[src/rtl/pwm_multi_pkg.sv]
// rtl/pwm_multi_pkg.sv - shared types, register map and CTRL bit layout for pwm_multi
package pwm_multi_pkg;

  localparam logic [1:0] REG_COUNT = 2'd0;
  localparam logic [1:0] REG_ON    = 2'd1;
  localparam logic [1:0] REG_OFF   = 2'd2;
  localparam logic [1:0] REG_CTRL  = 2'd3;

  localparam int CTRL_LEVEL      = 0;
  localparam int CTRL_RUNNING    = 1;
  localparam int CTRL_ONE_SHOT   = 2;
  localparam int CTRL_POS_IRQ_EN = 3;
  localparam int CTRL_NEG_IRQ_EN = 4;
  localparam int CTRL_POS_FLAG   = 5;
  localparam int CTRL_NEG_FLAG   = 6;
  localparam int CTRL_INVERT     = 7;

  localparam logic [7:0] CTRL_RO_MASK  = 8'(1 << CTRL_LEVEL);
  localparam logic [7:0] CTRL_W1C_MASK = 8'((1 << CTRL_POS_FLAG) | (1 << CTRL_NEG_FLAG));
  localparam logic [7:0] CTRL_RW_MASK  = 8'((1 << CTRL_RUNNING) | (1 << CTRL_ONE_SHOT) |
                                            (1 << CTRL_POS_IRQ_EN) | (1 << CTRL_NEG_IRQ_EN) |
                                            (1 << CTRL_INVERT));

  typedef struct packed {
    logic invert;
    logic neg_flag;
    logic pos_flag;
    logic neg_irq_en;
    logic pos_irq_en;
    logic one_shot;
    logic running;
    logic level;
  } ctrl_t;

  function automatic logic ctrl_irq(input ctrl_t c);
    return (c.pos_flag & c.pos_irq_en) | (c.neg_flag & c.neg_irq_en);
  endfunction

endpackage

[src/rtl/pwm_multi_if.sv]
// rtl/pwm_multi_if.sv - Avalon-MM register slave bundle for pwm_multi
interface pwm_multi_if #(
  parameter int NUM_CHANNELS = 4
);
  localparam int ADDR_W = $clog2(NUM_CHANNELS) + 2;

  logic [ADDR_W-1:0] avs_s0_address;
  logic              avs_s0_read;
  logic              avs_s0_write;
  logic [31:0]       avs_s0_writedata;
  logic [31:0]       avs_s0_readdata;

  modport master (
    output avs_s0_address, avs_s0_read, avs_s0_write, avs_s0_writedata,
    input  avs_s0_readdata
  );

  modport slave (
    input  avs_s0_address, avs_s0_read, avs_s0_write, avs_s0_writedata,
    output avs_s0_readdata
  );
endinterface

[src/rtl/pwm_channel.sv]
// rtl/pwm_channel.sv - one PWM channel: down-counter, double-buffered on/off times, CTRL state
module pwm_channel
  import pwm_multi_pkg::*;
#(
  parameter int COUNTER_WIDTH = 32
) (
  input  logic        clk_i,
  input  logic        rst_i,
  input  logic        wr_en_i,
  input  logic [1:0]  reg_i,
  input  logic [31:0] wdata_i,
  output logic [31:0] rdata_o,
  output logic        out_o,
  output logic        irq_o
);

  logic [COUNTER_WIDTH-1:0] cnt_q, cnt_d;
  logic [COUNTER_WIDTH-1:0] on_act_q, on_act_d;
  logic [COUNTER_WIDTH-1:0] off_act_q, off_act_d;
  logic [COUNTER_WIDTH-1:0] on_sh_q, on_sh_d;
  logic [COUNTER_WIDTH-1:0] off_sh_q, off_sh_d;
  ctrl_t                    ctrl_q, ctrl_d;

  logic [COUNTER_WIDTH-1:0] wval;
  logic [7:0]               wbyte;
  logic                     ctrl_wr;
  logic                     start;
  logic                     stop;
  logic                     pos_set;
  logic                     neg_set;
  logic                     unused_wdata;

  assign wval         = wdata_i[COUNTER_WIDTH-1:0];
  assign wbyte        = wdata_i[7:0];
  assign unused_wdata = ^wdata_i;
  assign ctrl_wr      = wr_en_i && (reg_i == REG_CTRL);
  assign start        = ctrl_wr && wbyte[CTRL_RUNNING] && !ctrl_q.running;
  assign stop         = ctrl_wr && !wbyte[CTRL_RUNNING] && ctrl_q.running;

  always_comb begin
    cnt_d     = cnt_q;
    on_act_d  = on_act_q;
    off_act_d = off_act_q;
    on_sh_d   = on_sh_q;
    off_sh_d  = off_sh_q;
    ctrl_d    = ctrl_q;
    pos_set   = 1'b0;
    neg_set   = 1'b0;

    if (ctrl_wr) begin
      ctrl_d = ctrl_t'((ctrl_q & ~CTRL_RW_MASK & ~(wbyte & CTRL_W1C_MASK)) |
                       (wbyte & CTRL_RW_MASK));
    end

    // Stop wins over any hardware boundary on the same edge; counter is frozen.
    if (start) begin
      on_act_d     = on_sh_q;
      off_act_d    = off_sh_q;
      cnt_d        = on_sh_q;
      ctrl_d.level = 1'b1;
      pos_set      = 1'b1;
    end else if (stop) begin
      ctrl_d.level = 1'b0;
    end else if (ctrl_q.running) begin
      if (cnt_q != '0) begin
        cnt_d = cnt_q - COUNTER_WIDTH'(1);
      end else if (ctrl_q.level) begin
        ctrl_d.level = 1'b0;
        neg_set      = 1'b1;
        if (ctrl_q.one_shot) begin
          ctrl_d.running = 1'b0;
        end else begin
          cnt_d = off_act_q;
        end
      end else begin
        on_act_d     = on_sh_q;
        off_act_d    = off_sh_q;
        cnt_d        = on_sh_q;
        ctrl_d.level = 1'b1;
        pos_set      = 1'b1;
      end
    end else begin
      on_act_d  = on_sh_q;
      off_act_d = off_sh_q;
    end

    if (pos_set) ctrl_d.pos_flag = 1'b1;
    if (neg_set) ctrl_d.neg_flag = 1'b1;

    if (wr_en_i && reg_i == REG_ON)    on_sh_d  = wval;
    if (wr_en_i && reg_i == REG_OFF)   off_sh_d = wval;
    if (wr_en_i && reg_i == REG_COUNT) cnt_d    = wval;
  end

  always_ff @(posedge clk_i) begin
    if (rst_i) begin
      cnt_q     <= '0;
      on_act_q  <= '0;
      off_act_q <= '0;
      on_sh_q   <= '0;
      off_sh_q  <= '0;
      ctrl_q    <= '0;
    end else begin
      cnt_q     <= cnt_d;
      on_act_q  <= on_act_d;
      off_act_q <= off_act_d;
      on_sh_q   <= on_sh_d;
      off_sh_q  <= off_sh_d;
      ctrl_q    <= ctrl_d;
    end
  end

  always_comb begin
    rdata_o = '0;
    case (reg_i)
      REG_COUNT: rdata_o = 32'(cnt_q);
      REG_ON:    rdata_o = 32'(on_sh_q);
      REG_OFF:   rdata_o = 32'(off_sh_q);
      REG_CTRL:  rdata_o = {24'd0, ctrl_q};
      default:   rdata_o = '0;
    endcase
  end

  assign out_o = ctrl_q.level ^ ctrl_q.invert;
  assign irq_o = ctrl_irq(ctrl_q);

endmodule

[src/rtl/pwm_multi.sv]
// rtl/pwm_multi.sv - N-channel PWM generator with Avalon-MM registers and combined interrupt
module pwm_multi
  import pwm_multi_pkg::*;
#(
  parameter int NUM_CHANNELS  = 4,
  parameter int COUNTER_WIDTH = 32
) (
  input  logic                    csi_clk,
  input  logic                    rsi_reset,
  pwm_multi_if.slave              s0,
  output logic                    ins_irq_n,
  output logic [NUM_CHANNELS-1:0] coe_conduit_output
);

  localparam int ADDR_W = $clog2(NUM_CHANNELS) + 2;
  localparam int IDX_W  = (ADDR_W > 2) ? ADDR_W - 2 : 1;

  logic [IDX_W-1:0]        ch_idx;
  logic [1:0]              reg_sel;
  logic [NUM_CHANNELS-1:0] wr_en;
  logic [NUM_CHANNELS-1:0] irq_vec;
  logic [31:0]             rdata [NUM_CHANNELS];
  logic [31:0]             rd_mux;
  logic [31:0]             readdata_q;

  assign reg_sel = s0.avs_s0_address[1:0];

  generate
    if (ADDR_W > 2) begin : g_idx
      assign ch_idx = s0.avs_s0_address[ADDR_W-1:2];
    end else begin : g_idx_single
      assign ch_idx = '0;
    end
  endgenerate

  // Channel indices with no matching instance select nothing: reads 0, writes dropped.
  always_comb begin
    wr_en  = '0;
    rd_mux = '0;
    for (int i = 0; i < NUM_CHANNELS; i++) begin
      if (ch_idx == IDX_W'(i)) begin
        wr_en[i] = s0.avs_s0_write;
        rd_mux   = rdata[i];
      end
    end
  end

  generate
    for (genvar g = 0; g < NUM_CHANNELS; g++) begin : g_ch
      pwm_channel #(
        .COUNTER_WIDTH(COUNTER_WIDTH)
      ) u_ch (
        .clk_i   (csi_clk),
        .rst_i   (rsi_reset),
        .wr_en_i (wr_en[g]),
        .reg_i   (reg_sel),
        .wdata_i (s0.avs_s0_writedata),
        .rdata_o (rdata[g]),
        .out_o   (coe_conduit_output[g]),
        .irq_o   (irq_vec[g])
      );
    end
  endgenerate

  always_ff @(posedge csi_clk) begin
    if (rsi_reset) begin
      readdata_q <= '0;
    end else if (s0.avs_s0_read) begin
      readdata_q <= rd_mux;
    end
  end

  assign s0.avs_s0_readdata = readdata_q;
  assign ins_irq_n          = ~|irq_vec;

endmodule

[src/flat_wrapper.sv]
// flat-port wrapper written by rule: the top's interface ports become plain ports
module pwm_multi_flat import pwm_multi_pkg::*;
#(
  parameter int NUM_CHANNELS  = 4,
  parameter int COUNTER_WIDTH = 32
)
  (csi_clk, rsi_reset, ins_irq_n, coe_conduit_output, s0_avs_s0_address, s0_avs_s0_read, s0_avs_s0_write, s0_avs_s0_writedata, s0_avs_s0_readdata);
  pwm_multi_if #(.NUM_CHANNELS(NUM_CHANNELS)) s0_i ();
  input  logic csi_clk;
  input  logic rsi_reset;
  output logic ins_irq_n;
  output logic [NUM_CHANNELS-1:0] coe_conduit_output;
  input wire logic [$bits(s0_i.avs_s0_address)-1:0] s0_avs_s0_address;
  input wire logic [$bits(s0_i.avs_s0_read)-1:0] s0_avs_s0_read;
  input wire logic [$bits(s0_i.avs_s0_write)-1:0] s0_avs_s0_write;
  input wire logic [$bits(s0_i.avs_s0_writedata)-1:0] s0_avs_s0_writedata;
  output wire logic [$bits(s0_i.avs_s0_readdata)-1:0] s0_avs_s0_readdata;
  assign s0_i.avs_s0_address = s0_avs_s0_address;
  assign s0_i.avs_s0_read = s0_avs_s0_read;
  assign s0_i.avs_s0_write = s0_avs_s0_write;
  assign s0_i.avs_s0_writedata = s0_avs_s0_writedata;
  assign s0_avs_s0_readdata = s0_i.avs_s0_readdata;
  pwm_multi #(.NUM_CHANNELS(NUM_CHANNELS), .COUNTER_WIDTH(COUNTER_WIDTH)) u_core (.csi_clk(csi_clk), .rsi_reset(rsi_reset), .s0(s0_i), .ins_irq_n(ins_irq_n), .coe_conduit_output(coe_conduit_output));
endmodule
[config.mk]
export PLATFORM = sky130hd
export DESIGN_NAME = pwm_multi_flat
export DESIGN_NICKNAME = d
export VERILOG_FILES = /design/src/rtl/pwm_multi_pkg.sv /design/src/rtl/pwm_multi_if.sv /design/src/rtl/pwm_channel.sv /design/src/rtl/pwm_multi.sv /design/src/flat_wrapper.sv
export SDC_FILE = /design/constraint.sdc
export NUM_CORES = 2
export LEC_CHECK = 0
export ABC_AREA = 0
export CAP_MARGIN = 20
export CORE_MARGIN = 2
export CORE_UTILIZATION = 65
export CTS_CLUSTER_SIZE = 14
export DETAILED_ROUTE_END_ITERATION = 8
export PLACE_DENSITY = 0.83
export SYNTH_ARGS = -nofsm -noshare
export SYNTH_HDL_FRONTEND = slang
export SYNTH_HIERARCHICAL = 1
export SYNTH_SLANG_ARGS = --single-unit
[constraint.sdc]
create_clock -name csi_clk -period 8.3 [get_ports csi_clk]
set_input_delay 2.49 -clock csi_clk [delete_from_list [all_inputs] [get_ports csi_clk]]
set_output_delay 2.49 -clock csi_clk [all_outputs]
set_load 0.01 [all_outputs]
==> results.ini <==
[timing]
rsz0062_at_grt = no
setup_tns_ns = 0
relSlewSlack_pct = 13.2
slew_violations = 0
clock_skew_ns = 0.0208
fin_crit_ns = 5.67
period_share_pct = 68.3
setup_viol = 0
hold_viol = 0
max_freq_mhz = 177
worst_pin_slew_ns = 1.30

[clock_network]
cts_made_buffers = 59
worstSkewPairLatency_ns = 0.65
ctsResizeCount = 0
cts_buffer_depth = 3
hold_buffers = 0
path_clk_slew_ns = 0.06
cts_root_buffer = clkbuf_16
h-tree-depth = 2
post-cts-setup-buffers = 0
numClockSinks = 576
cts_tree = built

[grt]
grt.total_usage_pct = 43.6
grt_pass1_wl_um = 169000
antenna_found_initial = 2
gr-usage-met2_pct = 62.4
grt.overflow.total = 0
grt_util_met1_pct = 56.4
grt_pass1_vias = 28631
grt_util_met3_pct = 11.2
grt_max_degree = 167
busiest_layer = met2

[place]
io_buffers = 76
gp_congestion = 1.03
dpl.hpwl_um = 70600
placed_area_um2 = 31500
dp.cells = 4354

[layout]
multiInputGateArea_um2 = 17800
drive_gt1_share_pct = 9.83
layout_commonest_cell = nand2_1
layout_common_cells = nand2_1, dfxtp_1, a21oi_1
final_cells = 4466
syn_to_final_growth_pct = 8.87
nets = 3864
finalInstanceArea_um2 = 33700
num-fill-cells = 3656
regArea_um2 = 11500

[synthesis]
yosys.area_share.simple_pct = 23.6
synth_seq_area_share_pct = 37.3
synth_compound_area_share_pct = 22.4
synth_top_family_by_area = simple AND/OR/NAND/NOR gates
ys_top_cells_by_area = dfxtp_1, nand2_1, a21oi_1
ys_warn_count = 6
synth_edf_count = 0
synth_fp_nets = 3988
yosys.area.top_type_share_pct = 37.3
netlist_area_um2 = 30900
synth_fa_ha_area_share_pct = 0.648
synth_top_area_cell = dfxtp_1
synth_xor_area_share_pct = 2.61
yosys_register_bits = 576
syn_area_per_cell_um2 = 7.86
async_flop_share_pct = 0
ys_types = 96
syn_inst = 3932
synthMuxAreaShare_pct = 8.16
ys.flop_type = dfxtp_1

[floorplanning]
die_h_um = 222
start_util_pct = 66.1
rows = 79
die_x_um = 222
core-area_um2 = 46800
die_area_um2 = 49300
ioPinCount = 77

[detailed_routing]
drtIter0Drc = 4734
drc = 5
drtPass1Iterations = 9
wl_per_cell_um = 24.9
num_vias = 31004
ant_nets = 0
drt-total-wl_um = 111000
via_per_inst = 6.94

[pwr]
power_leakage_nw = 11.5
ir_drop_mv = 0.211
p_per_area_nw_per_um2 = 229
finalPower_w = 0.00770

[worst_setup_path]
worstPathMaxFanout = 22
path_buf_inv = 2
cp.required_ns = 8.85
path_common_cell = o21ai_0
end_kind = flip-flop
startpoint_type = input pin
crit_arrival_ns = 6.22
cp_cell_sequence = clkdlybuf4s50_1 -> and3_1 -> nand3_1 -> or3_1 -> a41o_1 -> buf_4 -> nor3_2 -> o21ai_0 -> o21ai_0
path_class = in2reg
max_stage_delay_ns = 0.70
slowest_stage = or3_1
critPathTopFamily = simple AND/OR/NAND/NOR gates

[min_path]
min_path_type = reg2reg

[flow_run]
maxCapViolCount = 0

[status]
violations = design-rule violations
outcome = complete, but fails checks

-- per-stage QoR --
stage	utilization, %	setup WS, ns	hold slack, ns
floorplan	-	3.22	0.427
global placement	67.4	2.30	0.434
detailed placement	67.4	2.21	0.444
CTS	72.0	2.81	0.452
global route	72.0	2.50	0.468
finish	72.0	2.63	0.452
-- where the power goes --
part	internal [W]	switching [W]	total, W
Sequential	0.00283	0.0000990	0.00293
Combinational	0.000609	0.00120	0.00180
Clock	0.00180	0.00117	0.00296
Total	0.00524	0.00246	0.00770
-- tightest hold or removal path: stages (launching register included) --
cell and delay, ns:
dfxtp_1 0.30, nand2_1 0.05, a21oi_1 0.05
-- metal layers --
metal / part of all wire [%] / wire length (µm)
met4: 8.8 / 9830
met5: 0.012 / 13
met2: 41 / 45500
met1: 37 / 41100
met3: 13 / 14700
-- layout make-up --
class | count | share of cell area, %
diodes | 2 | 0.0149
clock buffers | 94 | 5.50
clock inverters | 16 | 0.918
inverters | 30 | 0.335
multi-input cells | 3001 | 53.0
flip-flops and latches | 576 | 34.3
well taps | 607 | 2.26
repair buffers | 140 | 3.74
-- path summary, 6_finish.rpt --
kind                                         start                          endpoint  slack [ns]  depth (start not counted)
setup reg to reg     u_core/g_ch[2].u_ch/ctrl_q[0]     u_core/g_ch[2].u_ch/cnt_q[16]        4.08                          7
hold / removal    u_core/g_ch[0].u_ch/off_act_q[5]  u_core/g_ch[0].u_ch/off_act_q[5]        0.45                          2
setup / recovery              s0_avs_s0_address[3]     u_core/g_ch[3].u_ch/cnt_q[26]        2.63                          9
hold reg to reg   u_core/g_ch[0].u_ch/off_act_q[5]  u_core/g_ch[0].u_ch/off_act_q[5]        0.45                          2
-- state kept, by name, indices dropped and copies added (netlist names) --
| name | cells |
|---|---|
| u_core/g_ch.u_ch/cnt_q | 128 |
| u_core/g_ch.u_ch/off_act_q | 128 |
| u_core/s0.avs_s0_readdata | 32 |
| u_core/g_ch.u_ch/ctrl_q | 32 |
| u_core/g_ch.u_ch/off_sh_q | 128 |
| u_core/g_ch.u_ch/on_sh_q | 128 |
-- cells by family after synthesis --
kind of cell             after synthesis
AND/OR/NAND/NOR                     1600
AO/OA/AOI/OAI                       1081
flip-flops                           576
buffers and inverters                355
multiplexers                         212
XOR/XNOR                              92
adder cells (fa/ha/maj)               16
-- cells in the mapped netlist (all sizes together) (17+ instances only) --
cell type and n:
xor2 42, dfxtp 576, xnor2 50, and3 19, nand2 1012, nand4 39, o21ai 199, clkbuf 228
or3 31, mux4 32, nor4 50, nor3 64, a21oi 524, o211ai 28, nand3 55, o22ai 17
a31oi 23, o221ai 56, a211oi 74, or4 30, mux2i 179, a22oi 31, nor2 199, inv 30
or3b 34, buf 97
(Power assumes the default switching activity.)
